--- src/rtl/uart_pkg.sv ---
// rtl/uart_pkg.sv - shared UART constants, state encoding and sizing helpers.
package uart_pkg;

  typedef enum logic [1:0] {
    IDLE  = 2'd0,
    START = 2'd1,
    DATA  = 2'd2,
    STOP  = 2'd3
  } uart_state_t;

  localparam int CLK_FREQ = 100_000_000;
  localparam int BAUD     = 9600;

  // Rounded to nearest so the bit period error stays under half a clock.
  localparam int DEFAULT_CLKS_PER_BIT = (CLK_FREQ + BAUD / 2) / BAUD;

  function automatic int cnt_width(input int n);
    return (n <= 1) ? 1 : $clog2(n);
  endfunction

endpackage

--- src/rtl/uart_tx_if.sv ---
// rtl/uart_tx_if.sv - character handshake and serial line between upstream FSM and transmitter.
interface uart_tx_if #(
  parameter int N = 8
);

  logic         enable;
  logic [N-1:0] bus;
  logic         busy;
  logic         tx;

  modport master (
    output enable,
    output bus,
    input  busy,
    input  tx
  );

  modport slave (
    input  enable,
    input  bus,
    output busy,
    output tx
  );

endinterface

--- src/rtl/uart_baud_counter.sv ---
// rtl/uart_baud_counter.sv - bit-period counter, pulses tick on the last cycle of each cell.
module uart_baud_counter
  import uart_pkg::*;
#(
  parameter int CLKS_PER_BIT = DEFAULT_CLKS_PER_BIT
) (
  input  logic clk,
  input  logic reset,
  input  logic clear,
  output logic tick
);

  localparam int CW = cnt_width(CLKS_PER_BIT);
  localparam logic [CW-1:0] TERMINAL = CW'(CLKS_PER_BIT - 1);

  logic [CW-1:0] r_count;

  always_ff @(posedge clk or posedge reset) begin
    if (reset) begin
      r_count <= '0;
    end else if (clear || tick) begin
      r_count <= '0;
    end else begin
      r_count <= r_count + CW'(1);
    end
  end

  assign tick = (r_count == TERMINAL);

endmodule

--- src/rtl/uart_tx.sv ---
// rtl/uart_tx.sv - 8N1 serial transmitter, LSB first, busy held for the whole frame.
module uart_tx
  import uart_pkg::*;
#(
  parameter int N            = 8,
  parameter int CLKS_PER_BIT = DEFAULT_CLKS_PER_BIT
) (
  input  logic     clk,
  input  logic     reset,
  uart_tx_if.slave tx_if
);

  localparam int IW = cnt_width(N);
  localparam logic [IW-1:0] LAST_BIT = IW'(N - 1);

  uart_state_t   r_state;
  uart_state_t   w_state_next;
  logic [N-1:0]  r_shift;
  logic [N-1:0]  w_shift_next;
  logic [IW-1:0] r_bit_idx;
  logic [IW-1:0] w_bit_idx_next;
  logic          r_tx;
  logic          w_tx_next;
  logic          r_busy;
  logic          w_busy_next;
  logic          w_tick;
  logic          w_clear;

  // Holding the counter cleared in IDLE aligns every cell to the acceptance edge.
  assign w_clear = (r_state == IDLE);

  uart_baud_counter #(
    .CLKS_PER_BIT(CLKS_PER_BIT)
  ) u_baud (
    .clk  (clk),
    .reset(reset),
    .clear(w_clear),
    .tick (w_tick)
  );

  always_ff @(posedge clk or posedge reset) begin
    if (reset) begin
      r_state   <= IDLE;
      r_shift   <= '0;
      r_bit_idx <= '0;
      r_tx      <= 1'b1;
      r_busy    <= 1'b0;
    end else begin
      r_state   <= w_state_next;
      r_shift   <= w_shift_next;
      r_bit_idx <= w_bit_idx_next;
      r_tx      <= w_tx_next;
      r_busy    <= w_busy_next;
    end
  end

  always_comb begin
    w_state_next   = r_state;
    w_shift_next   = r_shift;
    w_bit_idx_next = r_bit_idx;
    w_tx_next      = r_tx;
    w_busy_next    = r_busy;

    case (r_state)
      IDLE: begin
        w_tx_next   = 1'b1;
        w_busy_next = 1'b0;
        if (tx_if.enable) begin
          w_shift_next = tx_if.bus;
          w_state_next = START;
          w_busy_next  = 1'b1;
          w_tx_next    = 1'b0;
        end
      end
      START: begin
        if (w_tick) begin
          w_state_next   = DATA;
          w_bit_idx_next = '0;
          w_tx_next      = r_shift[0];
        end
      end
      DATA: begin
        if (w_tick) begin
          if (r_bit_idx == LAST_BIT) begin
            w_state_next = STOP;
            w_tx_next    = 1'b1;
          end else begin
            // Next bit is shift[1] now, which becomes shift[0] after this shift.
            w_shift_next   = r_shift >> 1;
            w_bit_idx_next = r_bit_idx + IW'(1);
            w_tx_next      = r_shift[1];
          end
        end
      end
      STOP: begin
        if (w_tick) begin
          w_state_next = IDLE;
          w_busy_next  = 1'b0;
          w_tx_next    = 1'b1;
        end
      end
      default: begin
        w_state_next = IDLE;
        w_busy_next  = 1'b0;
        w_tx_next    = 1'b1;
      end
    endcase
  end

  assign tx_if.busy = r_busy;
  assign tx_if.tx   = r_tx;

endmodule

--- src/flat_wrapper.sv ---
// flat-port wrapper written by rule: the top's interface ports become plain ports
module uart_tx_flat import uart_pkg::*;
#(
  parameter int N            = 8,
  parameter int CLKS_PER_BIT = DEFAULT_CLKS_PER_BIT
)
  (clk, reset, tx_if_enable, tx_if_bus, tx_if_busy, tx_if_tx);
  uart_tx_if #(.N(N)) tx_if_i ();
  input  logic clk;
  input  logic reset;
  input wire logic [$bits(tx_if_i.enable)-1:0] tx_if_enable;
  input wire logic [$bits(tx_if_i.bus)-1:0] tx_if_bus;
  output wire logic [$bits(tx_if_i.busy)-1:0] tx_if_busy;
  output wire logic [$bits(tx_if_i.tx)-1:0] tx_if_tx;
  assign tx_if_i.enable = tx_if_enable;
  assign tx_if_i.bus = tx_if_bus;
  assign tx_if_busy = tx_if_i.busy;
  assign tx_if_tx = tx_if_i.tx;
  uart_tx #(.N(N), .CLKS_PER_BIT(CLKS_PER_BIT)) u_core (.clk(clk), .reset(reset), .tx_if(tx_if_i));
endmodule
--- config.mk ---
export PLATFORM = sky130hd
export DESIGN_NAME = uart_tx_flat
export DESIGN_NICKNAME = d
export VERILOG_FILES = /design/src/rtl/uart_pkg.sv /design/src/rtl/uart_tx_if.sv /design/src/rtl/uart_baud_counter.sv /design/src/rtl/uart_tx.sv /design/src/flat_wrapper.sv
export SDC_FILE = /design/constraint.sdc
export NUM_CORES = 1
export LEC_CHECK = 0
export CAP_MARGIN = 20
export CORE_ASPECT_RATIO = 0.75
export CORE_MARGIN = 8
export CORE_UTILIZATION = 50
export DETAILED_ROUTE_END_ITERATION = 16
export PLACE_DENSITY = 0.73
export RECOVER_POWER = 100
export REMOVE_ABC_BUFFERS = 1
export SYNTH_ARGS = -nofsm -noshare
export SYNTH_HDL_FRONTEND = slang
export SYNTH_SLANG_ARGS = --single-unit
--- constraint.sdc ---
create_clock -name clk -period 1.9 [get_ports clk]
set_input_delay 0.285 -clock clk [delete_from_list [all_inputs] [get_ports clk]]
set_output_delay 0.285 -clock clk [all_outputs]
set_load 0.05 [all_outputs]
======== Yosys cells after proc, flatten, opt, wreduce, memory -nomap -nowiden ========
Cells that the tools add are included.
operators by class
  $add $sub $neg .......................... 2
  multiply operators ...................... 0
  divide/modulo/power cells ............... 0
  $lt $le $gt $ge ......................... 0
  equal/unequal tests ..................... 11
  shift operators ......................... 0
  mux-type cells .......................... 24
  bitwise gates (word level) .............. 0
  reductions and logical operators ........ 10
operators by type and width
  kind                                                                   count
  8-bit 2-to-1 mux                                                       3
  8-bit one-hot mux with 2 select lines                                  1
  14-bit by 1-bit adder with 14-bit output, second input constant        1
  14-bit equality test, second input constant                            1
  14-bit 2-to-1 mux                                                      1
  2-bit 2-to-1 mux                                                       5
  2-bit != test, second input constant                                   5
  3-bit 2-to-1 mux                                                       3
  2-bit one-hot mux with 4 select lines                                  1
  4-bit AND reduction                                                    2
  1-bit 2-to-1 mux                                                       7
  3-bit one-hot mux with 2 select lines                                  1
  2-bit nonzero test                                                     3
  5-bit AND reduction                                                    1
  2-bit equality test, second input constant                             2
  1-bit one-hot mux with 4 select lines                                  1
  3-bit by 1-bit adder with 3-bit output, second input constant          1
  3-bit equality test, second input constant                             1
  3-bit AND reduction                                                    1
  2-bit by 1-bit equality test with 1-bit output, second input constant  1
  2-bit logical NOT                                                      1
  2-bit by 1-bit != test with 1-bit output, second input constant        1
  1-bit one-hot mux with 2 select lines                                  1
  2-bit AND reduction                                                    1
  1-bit logical OR                                                       1
word-level totals
  flip-flop bits (word level) ............. 29
  bits in latches ......................... 0
  RAM bits ................................ 0
  memory bits (read-only) ................. 0
  input port bits ......................... 11
  output and inout bits ................... 2
  memories kept ........................... 0

======== Logic depth before layout (Yosys ltp) ========
Gate-level depths: netlist of the first run.
  depth after elaboration ................. 4
  mapped depth ............................ 8
  depth with buffers taken out ............ 6

======== Hierarchy ========
A second synthesis of the first run with hierarchy kept.
unflattened totals
  cell total of the unflattened synthesis .. 153
  area, all modules ....................... 1589.0 um^2
by module, submodules not included
  module             instances  cells each  area an instance (um^2)
  uart_tx            1          78          870.8
  uart_baud_counter  1          75          718.2

======== Worst setup path before layout of the first run ========
OpenSTA, ideal clock, no wires.
  path kind ............................... flip-flop to flip-flop
  from .................................... register u_core.r_bit_idx[0]
  to ...................................... register u_core.r_shift[1]
  setup time .............................. 0.120 ns
  arrival ................................. 1.702 ns
  setup slack ............................. 0.078 ns
  cell stages (with the launch flop) ...... 8
  path buffers ............................ 1
  path through ............................ dfrtp_1 -> ha_1 -> ha_1 -> clkbuf_1 -> inv_1 -> nand2_1 -> or4_1 -> o211a_1
on the way
  cells in the longest elaborated chain, start to end .. 3
ends and longest elaborated chain
  what                           line           source
  from (decl)                    uart_tx.sv:20  logic [IW-1:0] r_bit_idx;
  from (signal assigned)         uart_tx.sv:51  r_bit_idx <= w_bit_idx_next;
  3-bit equality test            uart_tx.sv:84  if (r_bit_idx == LAST_BIT) begin
  2-bit != test (no line)        --
  4-bit AND reduction (no line)  --
  to (signal assigned)           uart_tx.sv:50  r_shift <= w_shift_next;
  to (decl)                      uart_tx.sv:18  logic [N-1:0] r_shift;
No other way between the ends.
A chain may end at the register's enable or synchronous reset.

======== Final worst setup path of the first run ========
  from .................................... register u_core.u_baud.r_count[0]
  to ...................................... register u_core.r_shift[1]
on the way
  cells in the longest elaborated chain, start to end .. 3
ends and longest elaborated chain
  what                           line                     source
  from (decl)                    uart_baud_counter.sv:16  logic [CW-1:0] r_count;
  from (signal assigned)         uart_baud_counter.sv:24  r_count <= r_count + CW'(1);
  14-bit equality test           uart_baud_counter.sv:28  assign tick = (r_count == TERMINAL);
  2-bit != test (no line)        --
  4-bit AND reduction (no line)  --
No other way between the ends.

==> results.py, run 1 <==
metrics = {
    "detailed_routing": {
        "dr_total_vias": 1443,
        "viasPerCell": 5.84,
        "ant_nets": 0,
        "post_drt_wl_per_cell_microns": 16.2,
        "drc": 0,
        "wirelength_mm": 4.01,
        "dr.first_iter.drc_count": 99,
        "dr.pass1.iters": 4,
    },
    "placed_design": {
        "dp_slack_ns": -0.0338,
        "gp_congestion": 0.832,
        "portBuffers": 12,
        "place_area_sq_um": 1970,
        "dp_hpwl_mm": 2.71,
    },
    "timing": {
        "setup_viol": 0,
        "tightest_slew_ns": 0.872,
        "period_needed_ns": 1.89,
        "drv_slew": 0,
        "hold_violations": 0,
        "rsz0062_at_grt": "yes",
        "fmax_mhz": 529,
        "finalClockSkew_ns": 0.00781,
        "finalCritPeriodShare": 0.995,
        "slew_headroom": 0.418,
        "layout_setup_ws_ns": 0.00956,
    },
    "layout": {
        "area_delta_synth_final_pct": 26.3,
        "nNetsFinal": 226,
        "final_cell_area_sq_um": 2190,
        "diodes": 0,
        "num-fill-cells": 234,
        "layout-drive-gt1-share": 0.213,
    },
    "synth": {
        "netlist_instances": 176,
        "synthDistinctLibCells": 43,
        "avgSynthCellArea_sq_um": 9.86,
        "synth-seq-cells": 29,
        "syn_area_sq_um": 1740,
        "ys_warn_count": 0,
        "yosysSeqAreaShare": 0.419,
    },
    "grt": {
        "grt.total_usage": 0.146,
        "gr-total-overflow": 0,
        "gr-usage-met3": 0.0378,
        "grt_pass1_wl_mm": 6.44,
        "grt_antenna_before_repair": 0,
        "met1_usage": 0.183,
        "grt_max_degree": 23,
        "grt_pass1_vias": 1391,
        "met2_usage": 0.225,
        "grt.busiest_layer": "met2",
    },
    "worst_setup_path": {
        "path_max_fanout": 6,
        "path_class": "flop to flop",
        "start_kind": "flop",
        "arrival_ns": 2.07,
        "cp.required_ns": 2.08,
        "worstSetupEndpointType": "flop",
    },
    "power_and_ir_drop": {
        "switching_share": 0.381,
        "max-vdd-ir-drop_mv": 0.955,
        "combPwrFrac": 0.476,
        "p_int_mw": 1.77,
        "clkPwrFrac": 0.196,
        "switching_power_mw": 1.09,
        "p_seq_frac": 0.328,
        "p_per_area_nw_per_um2": 1300,
        "p_leak_nw": 1.02,
    },
    "clocking": {
        "htree_levels": 2,
        "cts.sink_count": 29,
        "path_clk_slew_ns": 0.06,
        "cts_root_buf": "clkbuf_8",
        "clock_path_buffers": 2,
        "numCtsBuffers": 5,
        "cts_tree": "done",
        "cts_hold_buffers": 0,
        "insertion_delay_ns": 0.29,
    },
    "flow_run": {
        "drv_cap": 0,
    },
    "status": {
        "status": "finished clean",
    },
    "floorplan": {
        "die_x_microns": 84.0,
        "row_count": 18,
        "pin_count": 13,
        "core-area_sq_um": 3310,
        "die-area_sq_um": 5630,
        "dieHeight_microns": 67.0,
        "initial_core_util": 0.524,
    },
    "worst_hold_path": {
        "hp-class": "input pin to async pin",
    },
}
critical path, stage by stage (launching register included):
cell,delay [ns]
dfrtp_1,0.38
inv_1,0.07
ha_1,0.14
nor4b_4,0.17
buf_4,0.18
nand4b_4,0.16
or4_4,0.55
o211a_1,0.12
power groups by stage:
stage / combinational (mW) / clock (mW) / sequential, mW
2_1_floorplan: 0.719 / 0 / 0.990
3_3_place_gp: 1.08 / 0 / 0.925
3_5_place_dp: 1.14 / 0 / 0.936
4_1_cts: 1.16 / 0.572 / 0.926
5_1_grt: 1.47 / 0.609 / 0.955
6_report: 1.36 / 0.560 / 0.935
flip-flops by register name (all words and copies together) (netlist names):
signal,cells
u_core.r_bit_idx,3
u_core.r_shift,8
u_core.tx_if.tx,1
u_core.tx_if.busy,1
u_core.r_state,2
u_core.u_baud.r_count,14
synthesized netlist by cell type, drive strengths merged:
master   instances  area [sq um]
a2111oi          1          8.76
a211o            1          8.76
a21o             2          15.0
a21oi            1          5.00
a221oi           1          15.0
a2bb2oi          1          8.76
and3             2          12.5
and3b            1          8.76
and4bb           1          12.5
buf              3          21.3
clkbuf           5          18.8
dfrtp           28           701
dfstp            1          26.3
ha               9           113
inv             13          48.8
mux2             2          22.5
mux2i            1          10.0
nand2            9          33.8
nand3            7          35.0
nand3b           1          7.51
nand4            2          12.5
nand4b           1          23.8
nor2            23          86.3
nor3             5          25.0
nor3b            7          57.6
nor4             3          18.8
nor4b            2          32.5
o211a            6          60.1
o211ai           1          7.51
o21a             1          7.51
o21ai            9          45.0
o21bai           1          18.8
o221ai           1          8.76
o22ai            1          12.5
o311ai           1          8.76
o31ai            2          15.0
or3              2          12.5
or4              6          45.0
xnor2           11          96.3
xor2             1          8.76
routing by layer:
metal | vias up | part of all wire
li1 | 693 | -
met1 | 703 | 0.47
met2 | 39 | 0.46
met3 | 8 | 0.055
met4 | 0 | 0.018
met5 | - | 0
repair_timing:
action                                  4_1_cts  5_1_grt
buffers inserted                              2        3
gates cloned                                  0        1
pin swaps                                     1        2
resized for setup                             1       14
endpoints found under the setup margin        8       12
cells in the final DEF, fill, tap and decap left out, drive strengths merged, types with 2 or more instances in the layout:
cell / count
a21o: 2
and3: 2
buf: 17
clkbuf: 8
clkdlybuf4s50: 10
dfrtp: 28
ha: 9
inv: 13
mux2: 2
nand2: 9
nand3: 7
nand4: 2
nand4b: 2
nor2: 23
nor3: 5
nor3b: 7
nor4: 3
nor4b: 2
o211a: 6
o21ai: 9
o31ai: 2
or3: 2
or4: 6
xnor2: 11
worst paths after layout:
kind | start | slack, ns | end | cells past startpoint
min in group clk | u_core.r_bit_idx[2] | 0.51 | u_core.r_bit_idx[2] | 1
worst max register to register | u_core.u_baud.r_count[0] | 0.01 | u_core.r_shift[1] | 7
max in group asynchronous | reset | 0.34 | u_core.u_baud.r_count[12] | 3
worst min-delay path | reset | 0.41 | u_core.r_shift[7] | 2
worst min register to register | u_core.r_bit_idx[2] | 0.51 | u_core.r_bit_idx[2] | 1
worst max-delay path | u_core.u_baud.r_count[0] | 0.01 | u_core.r_shift[1] | 7
layout make-up:
class                   instances  area (sq um)  area share
inverters                      13          48.8      0.0223
well taps                      40          50.0      0.0228
flip-flops and latches         29           727       0.332
multi-input cells             127           998       0.455
repair buffers                 30           267       0.122
clock buffers                   7          96.3      0.0439
clock inverters                 1          5.00     0.00228
through the flow:
step | cells | hold WS (ns) | total power [mW] | setup TNS [ns] | utilization
after floorplan | 168 | 0.362 | 1.71 | -0.705 | -
after global placement | 233 | 0.495 | 2.00 | 0 | 0.596
after detailed placement | 233 | 0.503 | 2.07 | -0.0827 | 0.596
after CTS | 243 | 0.315 | 2.66 | 0 | 0.632
after global routing | 247 | 0.436 | 3.03 | -0.306 | 0.662
final | 247 | 0.413 | 2.85 | 0 | 0.662
cells by family after synthesis:
kind of cell | after synthesis | synth area share
and+or+nand+nor | 72 | 0.244
AOI/OAI and AO/OA | 30 | 0.141
DFF | 29 | 0.419
buffers and inverters | 21 | 0.0512
xor gates and xnor gates | 12 | 0.0606
adders and majority gates | 9 | 0.0649
muxes | 3 | 0.0187
No activity file was read; power rests on OpenSTA's default activity.
==> run 2: changes to the inputs <==
--- a/config.mk
+++ b/config.mk
@@ -6,11 +6,13 @@
 export NUM_CORES = 1
 export LEC_CHECK = 0
 export CAP_MARGIN = 20
+export CELL_PAD_IN_SITES_DETAIL_PLACEMENT = 0
+export CELL_PAD_IN_SITES_GLOBAL_PLACEMENT = 2
 export CORE_ASPECT_RATIO = 0.75
 export CORE_MARGIN = 8
-export CORE_UTILIZATION = 50
+export CORE_UTILIZATION = 33
 export DETAILED_ROUTE_END_ITERATION = 16
-export PLACE_DENSITY = 0.73
+export PLACE_DENSITY_LB_ADDON = 0.1
 export RECOVER_POWER = 100
 export REMOVE_ABC_BUFFERS = 1
 export SYNTH_ARGS = -nofsm -noshare
==> results.py, run 2 (synthesis gave the netlist of run 1 again) <==
metrics = {
    "timing": {
        "setup_viol": 2,
        "slew_headroom": 0.501,
        "finalClockSkew_ns": 0.00404,
        "setup_tns_ns": -0.0161,
        "period_needed_ns": 1.91,
        "rsz0062_at_grt": "yes",
        "hold_violations": 0,
        "drv_slew": 0,
        "layout_setup_ws_ns": -0.00874,
        "fmax_mhz": 524,
        "finalCritPeriodShare": 1.00,
        "tightest_slew_ns": 0.749,
    },
    "worst_setup_path": {
        "crit_top_cell": "inv_1",
        "cp_top_family": "simple AND/OR/NAND/NOR gates",
        "start_kind": "flop",
        "cp.required_ns": 2.06,
        "r2r_end": "u_core.r_state[1]",
        "crit_start": "u_core.r_state[0]",
        "r2r_slack_ns": -0.009,
        "crit_chain": "inv_1 > ha_1 > inv_1 > nor2_1 > a221oi_4 > mux2_4",
        "ff2ff_path_depth": 6,
        "cp.depth": 6,
        "path_class": "flop to flop",
        "r2r-start": "u_core.r_state[0]",
        "worstSetupEndpointType": "flop",
        "cp_slowest_cell": "nor2_1",
        "arrival_ns": 2.07,
        "path_max_fanout": 9,
        "slowest_delay_ns": 0.56,
        "cp-endpoint": "u_core.r_state[1]",
        "critPathBufInv": 2,
    },
    "layout": {
        "final_cell_area_sq_um": 2270,
        "nNetsFinal": 235,
        "reg_top3": "u_core.u_baud.r_count x14, u_core.r_shift x8, u_core.r_bit_idx x3",
        "layout_commonest_cell": "dfrtp_1",
        "area_delta_synth_final_pct": 30.6,
        "fin_util": 0.435,
        "largest_reg_flops": 14,
        "max_flop_register": "u_core.u_baud.r_count",
        "final_cell_mix": "dfrtp_1 (28), nor2_1 (23), buf_4 (23)",
        "diodes": 0,
        "layout-drive-gt1-share": 0.236,
    },
    "placed_design": {
        "dp_hpwl_mm": 2.88,
        "gp_congestion": 0.768,
        "place_area_sq_um": 2070,
        "portBuffers": 12,
    },
    "clocking": {
        "numCtsBuffers": 5,
        "cts_tree": "done",
        "insertion_delay_ns": 0.27,
        "cts.sink_count": 29,
        "htree_levels": 2,
        "cts_root_buf": "clkbuf_8",
        "clock_path_buffers": 2,
        "path_clk_slew_ns": 0.07,
        "cts_hold_buffers": 0,
    },
    "grt": {
        "grt.total_usage": 0.110,
        "gr-total-overflow": 0,
        "grt_pass1_wl_mm": 6.89,
        "grt_pass1_vias": 1408,
        "grt_max_degree": 30,
        "grt_antenna_before_repair": 0,
    },
    "power_and_ir_drop": {
        "p_per_area_nw_per_um2": 1220,
        "p_leak_nw": 1.04,
        "max-vdd-ir-drop_mv": 0.750,
    },
    "detailed_routing": {
        "wirelength_mm": 4.41,
        "post_drt_wl_per_cell_microns": 15.2,
        "drc": 0,
        "dr.pass1.iters": 4,
        "ant_nets": 0,
        "dr_total_vias": 1428,
        "viasPerCell": 4.91,
        "dr.first_iter.drc_count": 86,
    },
    "floorplan": {
        "dieHeight_microns": 78.8,
        "die_x_microns": 99.7,
        "row_count": 23,
        "initial_core_util": 0.333,
        "die-area_sq_um": 7860,
        "core-area_sq_um": 5210,
        "pin_count": 13,
    },
    "status": {
        "status": "complete, but fails checks",
        "violations": "negative setup slack",
    },
    "worst_hold_path": {
        "hp-class": "flop to flop",
        "hold_path_depth": 1,
    },
    "flow_run": {
        "drv_cap": 0,
    },
}
run 2: layout make-up:
type | count | area, sq um
multi-input cells | 127 | 997
inverters | 13 | 48.8
flip-flops and latches | 29 | 727
clock inverters | 2 | 10.0
clock buffers | 6 | 72.6
fillers | 519 | 2940
repair buffers | 39 | 318
well taps | 75 | 93.8
run 2: where the power goes:
group	internal, mW	switching (mW)	total [mW]
logic	0.641	0.718	1.36
registers	0.794	0.127	0.921
clock network	0.253	0.238	0.491
run 2: routing by layer:
metal | GRT usage | part of all wire | vias to the layer above
li1 | - | - | 712
met3 | 0.0358 | 0.031 | 2
met1 | 0.157 | 0.50 | 693
met4 | 0.0316 | 0.0034 | 0
met2 | 0.154 | 0.47 | 21
met5 | 0 | 0 | -
run 2: worst min path at each step:
stage | end | slack [ns] | from
floorplan | u_core.r_bit_idx[0] | 0.36 | reset
global placement | u_core.r_bit_idx[1] | 0.49 | u_core.r_bit_idx[1]
detailed placement | u_core.r_bit_idx[1] | 0.50 | u_core.r_bit_idx[1]
CTS | u_core.u_baud.r_count[4] | 0.39 | reset
global route | u_core.r_bit_idx[2] | 0.55 | u_core.r_bit_idx[2]
finish | u_core.r_bit_idx[2] | 0.51 | u_core.r_bit_idx[2]
run 2: repair_timing:
action                     4_1_cts  5_1_grt
gates cloned                     0        1
gates resized for setup          0       12
pin swaps                        1        4
setup endpoints to repair        7       12
setup buffers                    2        5
run 2: per-stage QoR:
stage                     hold slack (ns)  power (mW)  setup slack (ns)  std cells
after floorplan                     0.362        1.71            -0.140        168
after global placement              0.493        2.16           0.00375        275
after detailed placement            0.496        2.20           -0.0453        275
after CTS                           0.389        2.72           -0.0470        285
after global routing                0.550        2.98           -0.0790        291
final                               0.514        2.77          -0.00874        291
==> patch 1 (flow settings as in run 2) <==
Encoding of `uart_state_t`: now one-hot (4 bits for 4 states).
--- a/src/rtl/uart_pkg.sv
+++ b/src/rtl/uart_pkg.sv
@@ -1,11 +1,11 @@
 // rtl/uart_pkg.sv - shared UART constants, state encoding and sizing helpers.
 package uart_pkg;
 
-  typedef enum logic [1:0] {
-    IDLE  = 2'd0,
-    START = 2'd1,
-    DATA  = 2'd2,
-    STOP  = 2'd3
+  typedef enum logic [3:0] {
+    IDLE  = 4'b0001,
+    START = 4'b0010,
+    DATA  = 4'b0100,
+    STOP  = 4'b1000
   } uart_state_t;
 
   localparam int CLK_FREQ = 100_000_000;
Function: same outputs for any inputs over 10 cycles, from zero or initial values and one cycle with reset high; not proved beyond that.
==> patch 1 against run 2 <==
The run still ends with negative setup slack left. Critical path depth increased by 1. Power increased by 2.8%. Routed wire length decreased by 8.5%. Sequential cell count increased by 2. Clock skew about the same. Synthesized area increased by 4.4%. Non-clock buffer count increased by 4. Final area increased by 3.0%. Worst setup slack got worse by 0.24 ns.
==> patch 1: results (changes against run 2) <==
- Post-synth top cells: dfrtp_1, nand2_1, nor2_1, xnor2_1, inv_1
- Leak Pwr: 0.001010 uW (-3.2%)
- Switching portion of total power: 34.77% (-4.3 points)
- GR Layer Usage met2: 15.70% (+0.29 points)
- Max-slew headroom: 46.08% (-4.0 points)
- Final nets: 233 (-0.85%)
- R2r startpoint: u_core.r_bit_idx[1]$_DFFE_PP0P_
- Hold EP: u_core.r_shift[3]$_DFFE_PP0P_
- Largest cells by area after synthesis: dfrtp_1, nand2_1, xnor2_1
- Status: finished with violations
- R2r worst-path depth: 7 (+1)
- First-pass GRT wire length: 6906 microns (+0.29%)
- Worst setup path start: u_core.r_bit_idx[1]$_DFFE_PP0P_
- Gp weighted congestion: 0.7878 (+2.6%)
- Met3 Use GR: 3.800% (+0.22 points)
- Hold path startpoint: u_core.r_shift[3]$_DFFE_PP0P_
- Worst setup margin: -0.2480 ns (-0.2393 ns)
- Crit Path Max Fanout: 8 (-1)
- Worst flop-to-flop path endpoint: u_core.r_shift[2]$_DFFE_PP0P_
- Clock Skew: 0.004439 ns (+0.0003952 ns)
- Sum Neg Setup Slack: -1.712 ns (-1.696 ns)
- # fillers: 531 (+2.3%)
- Largest net degree at the start of global routing: 32 (+6.7%)
- Failing checks: negative setup slack
- Endpoints failing setup: 8 (+6)
- GR met1 Demand/Resource: 15.08% (-0.59 points)
- Post-DP HPWL: 2905 microns (+0.99%)
- Initial DRC count: 75 (-13%)
patch 1: area by class of cell:
cell class	instances	share of cell area, %
clock buffers	8	4.287
well taps	75	4.019
flip-flops and latches	31	33.33
multi-input cells	128	41.75
inverters	9	1.447
repair buffers	43	15.17
patch 1: timing repair:
action,4_1_cts,5_1_grt
endpoints found under the setup margin,8,9
gates resized for setup,10,0
pin swaps,3,0
setup buffers,5,1
patch 1: per-layer routing:
| layer | part of all wire, % | routed length, microns |
|---|---|---|
| met4 | 0.57 | 23 |
| met2 | 44 | 1764 |
| met5 | 0 | 0 |
| met1 | 51 | 2064 |
| met3 | 4.6 | 187 |
patch 1: worst max path at each step:
stage / endpoint / slack (ns)
2_1_floorplan: u_core.r_shift[0]$_DFFE_PP0P_ / -0.28
3_3_place_gp: u_core.r_shift[0]$_DFFE_PP0P_ / -0.39
3_5_place_dp: u_core.r_shift[4]$_DFFE_PP0P_ / -0.44
4_1_cts: u_core.r_shift[2]$_DFFE_PP0P_ / -0.23
5_1_grt: u_core.r_shift[2]$_DFFE_PP0P_ / -0.31
6_report: u_core.r_shift[2]$_DFFE_PP0P_ / -0.25
patch 1: worst max-delay path, stage by stage, from the launching register on:
cell	delay, ns
dfrtp_1	0.39
ha_2	0.20
ha_4	0.16
or3b_1	0.38
a211oi_2	0.22
a21boi_4	0.23
buf_12	0.15
mux2_4	0.30
patch 1: cell families after synthesis:
family	count (synthesis)	share of synthesized area [%]
buf+inv	15	5.525
xor+xnor	13	6.285
simple gates	79	25.41
compound gates	23	11.26
flops	31	42.96
fa+ha+maj	4	2.763
mux	9	5.801
patch 1: power groups by stage:
| stage | registers [uW] | logic, uW | clock network (uW) |
|---|---|---|---|
| final | 985 | 1290 | 573 |
| after global routing | 1010 | 1400 | 640 |
| after CTS | 986 | 1360 | 600 |
| after detailed placement | 993 | 1230 | 0 |
| after global placement | 987 | 1210 | 0 |
| after floorplan | 1090 | 662 | 0 |
patch 1: per-stage QoR:
stage	power, uW	worst slack, ns	instance area [sq um]	hold slack [ns]	cells
finish	2848	-0.2480	2335	0.5238	294
global placement	2201	-0.3877	2157	0.4918	280
CTS	2951	-0.2296	2349	0.4312	293
floorplan	1749	-0.2804	1745	0.3870	168
detailed placement	2224	-0.4355	2157	0.5041	280
global route	3050	-0.3073	2335	0.5435	294
==> patch 2 (settings of run 2) <==
Made on the original files. The package constant `CLK_FREQ` goes from 100_000_000 to 50_000_000.
--- a/src/rtl/uart_pkg.sv
+++ b/src/rtl/uart_pkg.sv
@@ -8,7 +8,7 @@
     STOP  = 2'd3
   } uart_state_t;
 
-  localparam int CLK_FREQ = 100_000_000;
+  localparam int CLK_FREQ = 50_000_000;
   localparam int BAUD     = 9600;
 
   // Rounded to nearest so the bit period error stays under half a clock.
Function: same outputs for any inputs over 10 cycles, from zero or initial values and one cycle with reset high; that may be too few to reach the edited logic, so the function may still have changed.
==> patch 2 against run 2 <==
Critical path depth is 5 lower. Via count decreased by 21%. Critical path type is now reg2out. Critical endpoint is now tx_if_busy. Clock skew increased by 0.0014 ns. Non-clock buffer count fell by 7. Worst setup slack gained 0.093 ns. Register-to-register slack gained 0.11 ns. Largest cell class unchanged. Routed wire length is 29% lower. Sequential cell count down 1. Final area down 14%. Synthesized area down 11%. Die area is 9.3% lower.
Power is not compared: it rests on default switching activity, and its combinational part moved more than twofold at a synthesized area within 25%.
==> patch 2: results (changes against run 2) <==
- Status: finished clean
- Largest net degree at the start of global routing: 29 (-3.3%)
- Htree depth: 1 (-1)
- Row count: 21 (-8.7%)
- Total CTS buffers: 3 (-2)
- Sum Neg Setup Slack: 0 ns (+0.01612 ns)
- Clock buffers: 4 (-2)
- Sequential area share after synthesis: 45.61% (+3.7 points)
- First-pass GRT wire length: 5409 microns (-21%)
- Crit Path Max Fanout: 3 (-6)
- Met3 Use GR: 3.187% (-0.39 points)
- Total power: around 1000 uW
- Synthesized area per cell: 10.84 sq um (+9.9%)
- GR met1 Demand/Resource: 12.94% (-2.7 points)
- R2r worst-path depth: 5 (-1)
- Worst slew pin tran: 0.7293 ns (-0.01926 ns)
- Bufs w/o clock: 32 (-18%)
- Internal reg-to-reg setup slack: 0.10 ns (+0.11 ns)
- Clock-cell share of area: 2.830% (-0.81 points)
- DR WL met2: 1327 microns (-35%)
- # fillers: 461 (-11%)
- Netlist cell types: 32 (-26%)
- Wire per inst: 13.57 microns (-10%)
- CTS sink count: 28 (-3.4%)
- Finished Layout Cells: 231 (-21%)
- Worst hold slack: 0.5164 ns (+0.002713 ns)
- Slowest-stage cell, CP: dlygate4sd3_1
- Multi-input gate count: 104 (-18%)
- CP top delay family: buffers and inverters
- Clock Skew: 0.005424 ns (+0.001380 ns)
- Gp weighted congestion: 0.7459 (-2.8%)
- Mux contribution to synthesized area: 13.09% (+11 points)
- CTS clk-pin slew, worst paths: 0.10 ns (+0.03 ns)
- GR Layer Usage met2: 14.38% (-1.0 points)
- Worst setup margin: 0.08465 ns (+0.09339 ns)
- Routed wl met3: 120 microns (-12%)
- FF+latch area: 703.2 sq um (-3.3%)
- Layout area overhead: 26.42%
- Cts repair resizes: 4 (+4)
- XOR/XNOR Fraction of Synth Area: 6.260% (+0.20 points)
## patch 2: cell types whose count changed in the layout (fill, tap and decap cells not counted), moves of 3 or more
cell     before  now
xnor2_1      11    6
ha_1          9    6
o21ai_0       9    4
mux2_2        1   17
or4_1         6    1
nand3_1       7   13
inv_1        13    5
xor2_1        1    5
nor2_1       23   15
nor3b_1       6    0
buf_4        23   15
o211a_1       6    0
## patch 2: path summary, 6_finish.rpt
path | start | to
worst max-delay path | u_core.tx_if.busy$_DFFE_PP0P_ | tx_if_busy
worst min-delay path | u_core.r_shift[7]$_DFFE_PP0P_ | u_core.r_shift[7]$_DFFE_PP0P_
worst max register to register | u_core.r_bit_idx[0]$_DFFE_PP0P_ | u_core.r_shift[0]$_DFFE_PP0P_
worst min register to register | u_core.r_shift[7]$_DFFE_PP0P_ | u_core.r_shift[7]$_DFFE_PP0P_
max in group asynchronous | reset | u_core.r_state[1]$_DFFE_PP0P_
min in group asynchronous | reset | u_core.r_shift[2]$_DFFE_PP0P_
